**config.mk**
```make
export PLATFORM = sky130hd
export DESIGN_NAME = instr_fifo_flat
export DESIGN_NICKNAME = d
export VERILOG_FILES = /design/src/rtl/instr_fifo_if.sv /design/src/rtl/instr_fifo.sv /design/src/flat_wrapper.sv
export SDC_FILE = /design/constraint.sdc
export NUM_CORES = 2
export LEC_CHECK = 0
export CAP_MARGIN = 25
export CORE_ASPECT_RATIO = 1.1
export CORE_UTILIZATION = 30
export CTS_CLUSTER_SIZE = 20
export DETAILED_ROUTE_END_ITERATION = 6
export PLACE_DENSITY_LB_ADDON = 0.1
export SYNTH_ARGS = -nofsm -noshare
export SYNTH_HDL_FRONTEND = slang
export SYNTH_SLANG_ARGS = --single-unit
```
**constraint.sdc**
```tcl
create_clock -name clk -period 11.25 [get_ports clk]
set_input_delay 2.25 -clock clk [delete_from_list [all_inputs] [get_ports clk]]
set_output_delay 2.25 -clock clk [all_outputs]
set_load 0.02 [all_outputs]
```
**src/rtl/instr_fifo_if.sv**
```systemverilog
// Valid/ready bundle between the external interface and the controller.
// master drives words in and consumes the head; slave is the queue.
interface instr_fifo_if #(
  parameter int DATA_WIDTH = 64
);
  logic [DATA_WIDTH-1:0] in_data;
  logic                  in_valid;
  logic                  in_ready;
  logic [DATA_WIDTH-1:0] out_data;
  logic                  out_valid;
  logic                  out_ready;

  modport master (
    output in_data,
    output in_valid,
    input  in_ready,
    input  out_data,
    input  out_valid,
    output out_ready
  );

  modport slave (
    input  in_data,
    input  in_valid,
    output in_ready,
    output out_data,
    output out_valid,
    input  out_ready
  );
endinterface

```
**src/rtl/instr_fifo.sv**
```systemverilog
// Parametrised first-word-fall-through instruction queue with flush and sticky errors.
// Optional peak-occupancy register enabled by INSTR_FIFO_WATERMARK_EN.
module instr_fifo #(
  parameter  int DATA_WIDTH = 64,
  parameter  int DEPTH      = 64,
  parameter  int AF_THRESH  = DEPTH - 4,
  localparam int ADDR_WIDTH = $clog2(DEPTH)
) (
  input  logic                clk,
  input  logic                rst,
  input  logic                flush,
  instr_fifo_if.slave         bus,
  output logic [ADDR_WIDTH:0] count,
  output logic                almost_full,
  output logic                err_overflow,
  output logic                err_underflow,
  output logic [ADDR_WIDTH:0] max_count
);

  localparam logic [ADDR_WIDTH:0]   FULL_CNT = DEPTH[ADDR_WIDTH:0];
  localparam logic [ADDR_WIDTH:0]   AF_CNT   = AF_THRESH[ADDR_WIDTH:0];
  localparam logic [ADDR_WIDTH:0]   CNT_ONE  = 1;
  localparam logic [ADDR_WIDTH-1:0] PTR_ONE  = 1;

  logic [DATA_WIDTH-1:0] mem_q [DEPTH];

  logic [ADDR_WIDTH-1:0] head_q, head_d;
  logic [ADDR_WIDTH-1:0] tail_q, tail_d;
  logic [ADDR_WIDTH:0]   count_q, count_d;
  logic                  ovf_q, ovf_d;
  logic                  udf_q, udf_d;

  logic full;
  logic empty;
  logic push;
  logic pop;

  assign full  = (count_q == FULL_CNT);
  assign empty = (count_q == '0);

  // Flush wins, so neither pointer nor storage moves in a flush cycle.
  assign push = bus.in_valid && !full && !flush;
  assign pop  = bus.out_ready && !empty && !flush;

  always_comb begin
    head_d  = head_q;
    tail_d  = tail_q;
    count_d = count_q;
    ovf_d   = ovf_q;
    udf_d   = udf_q;
    if (flush) begin
      head_d  = '0;
      tail_d  = '0;
      count_d = '0;
      ovf_d   = 1'b0;
      udf_d   = 1'b0;
    end else begin
      if (push) tail_d = tail_q + PTR_ONE;
      if (pop)  head_d = head_q + PTR_ONE;
      unique case ({push, pop})
        2'b10:   count_d = count_q + CNT_ONE;
        2'b01:   count_d = count_q - CNT_ONE;
        default: count_d = count_q;
      endcase
      if (bus.in_valid && full)   ovf_d = 1'b1;
      if (bus.out_ready && empty) udf_d = 1'b1;
    end
  end

  always_ff @(posedge clk or negedge rst) begin
    if (!rst) begin
      head_q  <= '0;
      tail_q  <= '0;
      count_q <= '0;
      ovf_q   <= 1'b0;
      udf_q   <= 1'b0;
    end else begin
      head_q  <= head_d;
      tail_q  <= tail_d;
      count_q <= count_d;
      ovf_q   <= ovf_d;
      udf_q   <= udf_d;
    end
  end

  // Storage carries no reset; validity is tracked by count alone.
  always_ff @(posedge clk) begin
    if (push) mem_q[tail_q] <= bus.in_data;
  end

  assign bus.in_ready  = !full;
  assign bus.out_valid = !empty;
  assign bus.out_data  = mem_q[head_q];

  assign count         = count_q;
  assign almost_full   = (count_q >= AF_CNT);
  assign err_overflow  = ovf_q;
  assign err_underflow = udf_q;

`ifdef INSTR_FIFO_WATERMARK_EN
  logic [ADDR_WIDTH:0] max_q, max_d;

  always_comb begin
    max_d = max_q;
    if (flush)                max_d = '0;
    else if (count_d > max_q) max_d = count_d;
  end

  always_ff @(posedge clk or negedge rst) begin
    if (!rst) max_q <= '0;
    else      max_q <= max_d;
  end

  assign max_count = max_q;
`else
  assign max_count = '0;
`endif

endmodule

```
**src/flat_wrapper.sv**
```systemverilog
// flat-port wrapper written by rule: the top's interface ports become plain ports
module instr_fifo_flat 
#(
  parameter  int DATA_WIDTH = 64,
  parameter  int DEPTH      = 64,
  parameter  int AF_THRESH  = DEPTH - 4,
  localparam int ADDR_WIDTH = $clog2(DEPTH)
)
  (clk, rst, flush, count, almost_full, err_overflow, err_underflow, max_count, bus_in_data, bus_in_valid, bus_in_ready, bus_out_data, bus_out_valid, bus_out_ready);
  instr_fifo_if #(.DATA_WIDTH(DATA_WIDTH)) bus_i ();
  input  logic clk;
  input  logic rst;
  input  logic flush;
  output logic [ADDR_WIDTH:0] count;
  output logic almost_full;
  output logic err_overflow;
  output logic err_underflow;
  output logic [ADDR_WIDTH:0] max_count;
  input wire logic [$bits(bus_i.in_data)-1:0] bus_in_data;
  input wire logic [$bits(bus_i.in_valid)-1:0] bus_in_valid;
  output wire logic [$bits(bus_i.in_ready)-1:0] bus_in_ready;
  output wire logic [$bits(bus_i.out_data)-1:0] bus_out_data;
  output wire logic [$bits(bus_i.out_valid)-1:0] bus_out_valid;
  input wire logic [$bits(bus_i.out_ready)-1:0] bus_out_ready;
  assign bus_i.in_data = bus_in_data;
  assign bus_i.in_valid = bus_in_valid;
  assign bus_in_ready = bus_i.in_ready;
  assign bus_out_data = bus_i.out_data;
  assign bus_out_valid = bus_i.out_valid;
  assign bus_i.out_ready = bus_out_ready;
  instr_fifo #(.DATA_WIDTH(DATA_WIDTH), .DEPTH(DEPTH), .AF_THRESH(AF_THRESH)) u_core (.clk(clk), .rst(rst), .flush(flush), .bus(bus_i), .count(count), .almost_full(almost_full), .err_overflow(err_overflow), .err_underflow(err_underflow), .max_count(max_count));
endmodule
```
==> summary.log <==
[global_route] all-layer global routing usage 19.5%
[timing] Max Clock Skew 0.0350 ns
[clock_network] latest clock arrival within the worst-skew pair 1.00 ns
[placed_design] final HPWL from detailed placement 261000 um
[setup_path] largest stage delay on the critical path 1.05 ns
[setup_path] CP Capture Type output pin
[logic_synthesis] synthesized area divided by synthesized cell count 23.5 um2
[floorplan] Ports 152
[setup_path] reg2reg start u_core.count[1]
[logic_synthesis] FFs w/ async S/R, synth 0.510%
[drt] count of antenna-violating nets left after detailed routing 0
[floorplan] floorplan die area 521000 um2
[setup_path] dominant delay contributor by cell family on the critical path buffers and inverters
[clock_network] clock tree from TritonCTS done
[setup_path] data required time of the worst path 9.00 ns
[setup_path] critical path cell sequence buf_4 -> buf_12 -> mux4_2 -> a22oi_1 -> a21oi_1 -> or4_1 -> clkdlybuf4s50_1
[logic_synthesis] dominant synthesized flop cell edfxtp_1
[timing] RSZ-0062 raised after global routing no
[hold_path] hold depth 2
[clock_network] number of H-tree branching levels 5
[drt] wire length reported by the detailed router 517000 um
[pwr] total power of the final layout 37.4 mW
[drt] first-pass iteration count of the detailed router 5
[pwr] fraction of power spent switching nets 24.8%
[setup_path] number of cells traversed by the worst register-to-register path 8
[floorplan] total number of placement rows 276
[timing] final max-slew violation count 0
[timing] maximum frequency from static timing analysis 0.126 GHz
[pwr] static leakage 54.0 nW
[global_route] Remaining Overflow, GRT 0
[timing] Slew @ Worst Pin 1.10 ns
[setup_path] critical path class reg -> out
[final_layout] Layout Nets 7166
[pwr] Pint 28.1 mW
[drt] Via density 5.30
[pwr] maximum vdd drop 0.200 mV
[clock_network] clock-pin transition on the worst setup and hold timing paths 0.06 ns
[clock_network] clock root buffer clkbuf_16
[logic_synthesis] Yosys reg bits 4117
[hold_path] source of the worst hold timing path u_core.err_overflow
[final_layout] layout cells sized above 1 27.6%
[floorplan] DIE WIDTH 688 um
[pwr] power density cells 206 nW/um2
[pwr] part of the power in the clock network 37.9%
[clock_network] buffer depth of the longest clock path 4
[floorplan] effective utilization at floorplan 30.2%
[setup_path] worst reg2reg setup slack 6.49 ns
[timing] final sum of negative setup slack 0 ns
[timing] Final Hold Viols 0
[timing] post-route minimum period 7.92 ns
[final_layout] sequential cell area in the final layout 124000 um2
[hold_path] hold-critical path endpoint u_core.err_overflow
[setup_path] arrival time at the worst endpoint 5.67 ns
[job] max-cap check violation count 0
[clock_network] number of gates resized after CTS 0
[timing] remaining max-slew budget at the tightest pin 26.0%
[logic_synthesis] cell count after synthesis 6607
[clock_network] hold-fix buffer count after cts 0
[pwr] net switching power figure 9.27 mW
[global_route] via count of the first global-routing pass 78800
[global_route] initial antenna violation count 53
[placed_design] number of buffers added on ports 144
[final_layout] Multi-input gate area 30400 um2
[hold_path] worst hold-check path type reg -> reg
[logic_synthesis] part of the Yosys area used for sequential elements 79.5%
[logic_synthesis] netlist area before placement 155000 um2
[clock_network] post-CTS setup repair buffer count 0
[drt] routed vias 75600
[final_layout] synth-to-layout area growth 16.5%
[setup_path] nature of the critical path startpoint flop
[logic_synthesis] number of enable-type register cells in the synthesized netlist 4096
[floorplan] core area 515000 um2
[setup_path] Crit Reg-Reg Endpoint u_core.mem_q[53][7]
[global_route] maximum number of pins on one net before global-route repair 114
[timing] Final setup violation count 0
[global_route] global-route wire length before repair 695000 um
[final_layout] total of fill cells in the finished design 47500
[clock_network] number of clock sinks 4117
[timing] post-route fraction of the period consumed by the critical path 70.4%
[placed_design] gp weighted congestion 0.716
[logic_synthesis] Synth Warn # 0
[drt] post-detailed-route DRC marker count 0
[run_status] result of the run finished, final reports clean
[setup_path] Max stage delay cell, worst path dfrtp_4
[clock_network] Inserted Clock Buffers 446
[drt] Starting DRT DRC Count 7877
[setup_path] number of buffers and inverters on the critical path 3
[floorplan] Die Span Y 757 um
[drt] average wire per standard cell 36.2 um
[pwr] Gate power share 16.5%
[pwr] relative contribution of sequential cells to total power 45.6%
[logic_synthesis] Cell variety after synth 52
[setup_path] critical path peak fanout 74
[cells in the mapped netlist, types with 27 or more instances]
cell type / n / share of area [%]
edfxtp_1: 4096 / 79
o22ai_1: 69 / 0.28
or4_1: 54 / 0.26
mux4_2: 1022 / 15
a21oi_1: 218 / 0.70
buf_1: 51 / 0.12
buf_4: 47 / 0.23
nor2_1: 92 / 0.22
buf_2: 113 / 0.36
nand2_1: 27 / 0.065
a22oi_1: 417 / 2.0
clkbuf_1: 166 / 0.40
[metal layers]
metal  routed length (um)  vias up  GRT usage [%]
met5                   64        -              0
met4                 9350       10           3.63
met3                26200      555           2.63
met2               253000     2331           32.6
met1               228000    43100           27.5
li1                     -    29700              -
[placed cells by master (no fill, tap or decap), types with 17 or more instances in the layout]
cell and instances:
clkbuf_16 457, buf_2 64, or4_1 54, nor2_4 63, o22ai_1 69, o21ai_0 17, mux4_2 1022, buf_12 99
a22oi_1 417, buf_4 184, bufinv_16 32, edfxtp_1 4096, clkbuf_1 87, a21oi_1 218, dfrtp_1 18, clkinv_2 80
clkdlybuf4s50_1 80, nand2_1 26, nor2_1 29, clkinv_1 126
[per-stage QoR]
step	hold WS (ns)	instance area (um2)	setup WS, ns	instances	utilization (%)
after floorplan	0.599	155000	1.38	6613	-
after global placement	0.507	166000	4.27	13400	32.2
after detailed placement	0.496	166000	4.24	13400	32.3
after CTS	0.530	180000	3.11	14200	34.9
after global routing	0.562	181000	3.08	14300	35.2
final	0.523	181000	3.33	14300	35.2
[power by group through the flow]
stage,registers [mW],logic (mW),clock network (mW)
after floorplan,17.3,4.62,0
after global routing,17.0,6.64,15.1
after CTS,17.0,6.30,14.5
after global placement,17.4,6.27,0
final,17.0,6.15,14.2
after detailed placement,17.4,6.29,0
[logic make-up after synthesis]
logic type      synth area share (%)
other cells                  0.00241
mux                             15.0
compound gates                  3.22
flops                           79.5
simple gates                   0.952
xor+xnor                      0.0676
fa+ha+maj                     0.0322
buf+inv                         1.28
[final cells by class]
class / instances / share of cell area (%)
antenna: 6 / 0.00830
sequential: 4117 / 68.3
tap: 6811 / 4.71
inverter: 4 / 0.00830
multi-input combinational: 2093 / 16.8
timing repair buffer: 431 / 2.54
clock inverter: 259 / 1.16
clock buffer: 544 / 6.50
[worst register-to-register path, cell delays in order (launching register included)]
cell      delay (ns)
dfrtp_1         0.55
nor3_2          0.15
a31oi_1         0.20
buf_4           0.25
nor2b_1         0.34
nand4b_1        0.76
nor2_4          0.96
buf_4           0.56
buf_4           0.57
[sequential cells by signal, indices dropped and copies added, names as in the netlist]
signal / cells
u_core.count: 7
u_core.mem_q: 4096
u_core.err_overflow: 1
u_core.head_q: 6
u_core.tail_q: 6
u_core.err_underflow: 1
[worst max path at each step]
stage	to	slack (ns)	start	cells after the start
floorplan	u_core.mem_q[48][0]	1.38	bus_in_valid	5
CTS	bus_out_data[11]	3.11	u_core.head_q[0]	7
global placement	bus_out_data[62]	4.27	u_core.head_q[0]	7
finish	bus_out_data[62]	3.33	u_core.head_q[0]	7
detailed placement	u_core.mem_q[53][7]	4.24	bus_in_valid	9
global route	bus_out_data[62]	3.08	u_core.head_q[0]	7
Power figures use the tool's default switching activity.
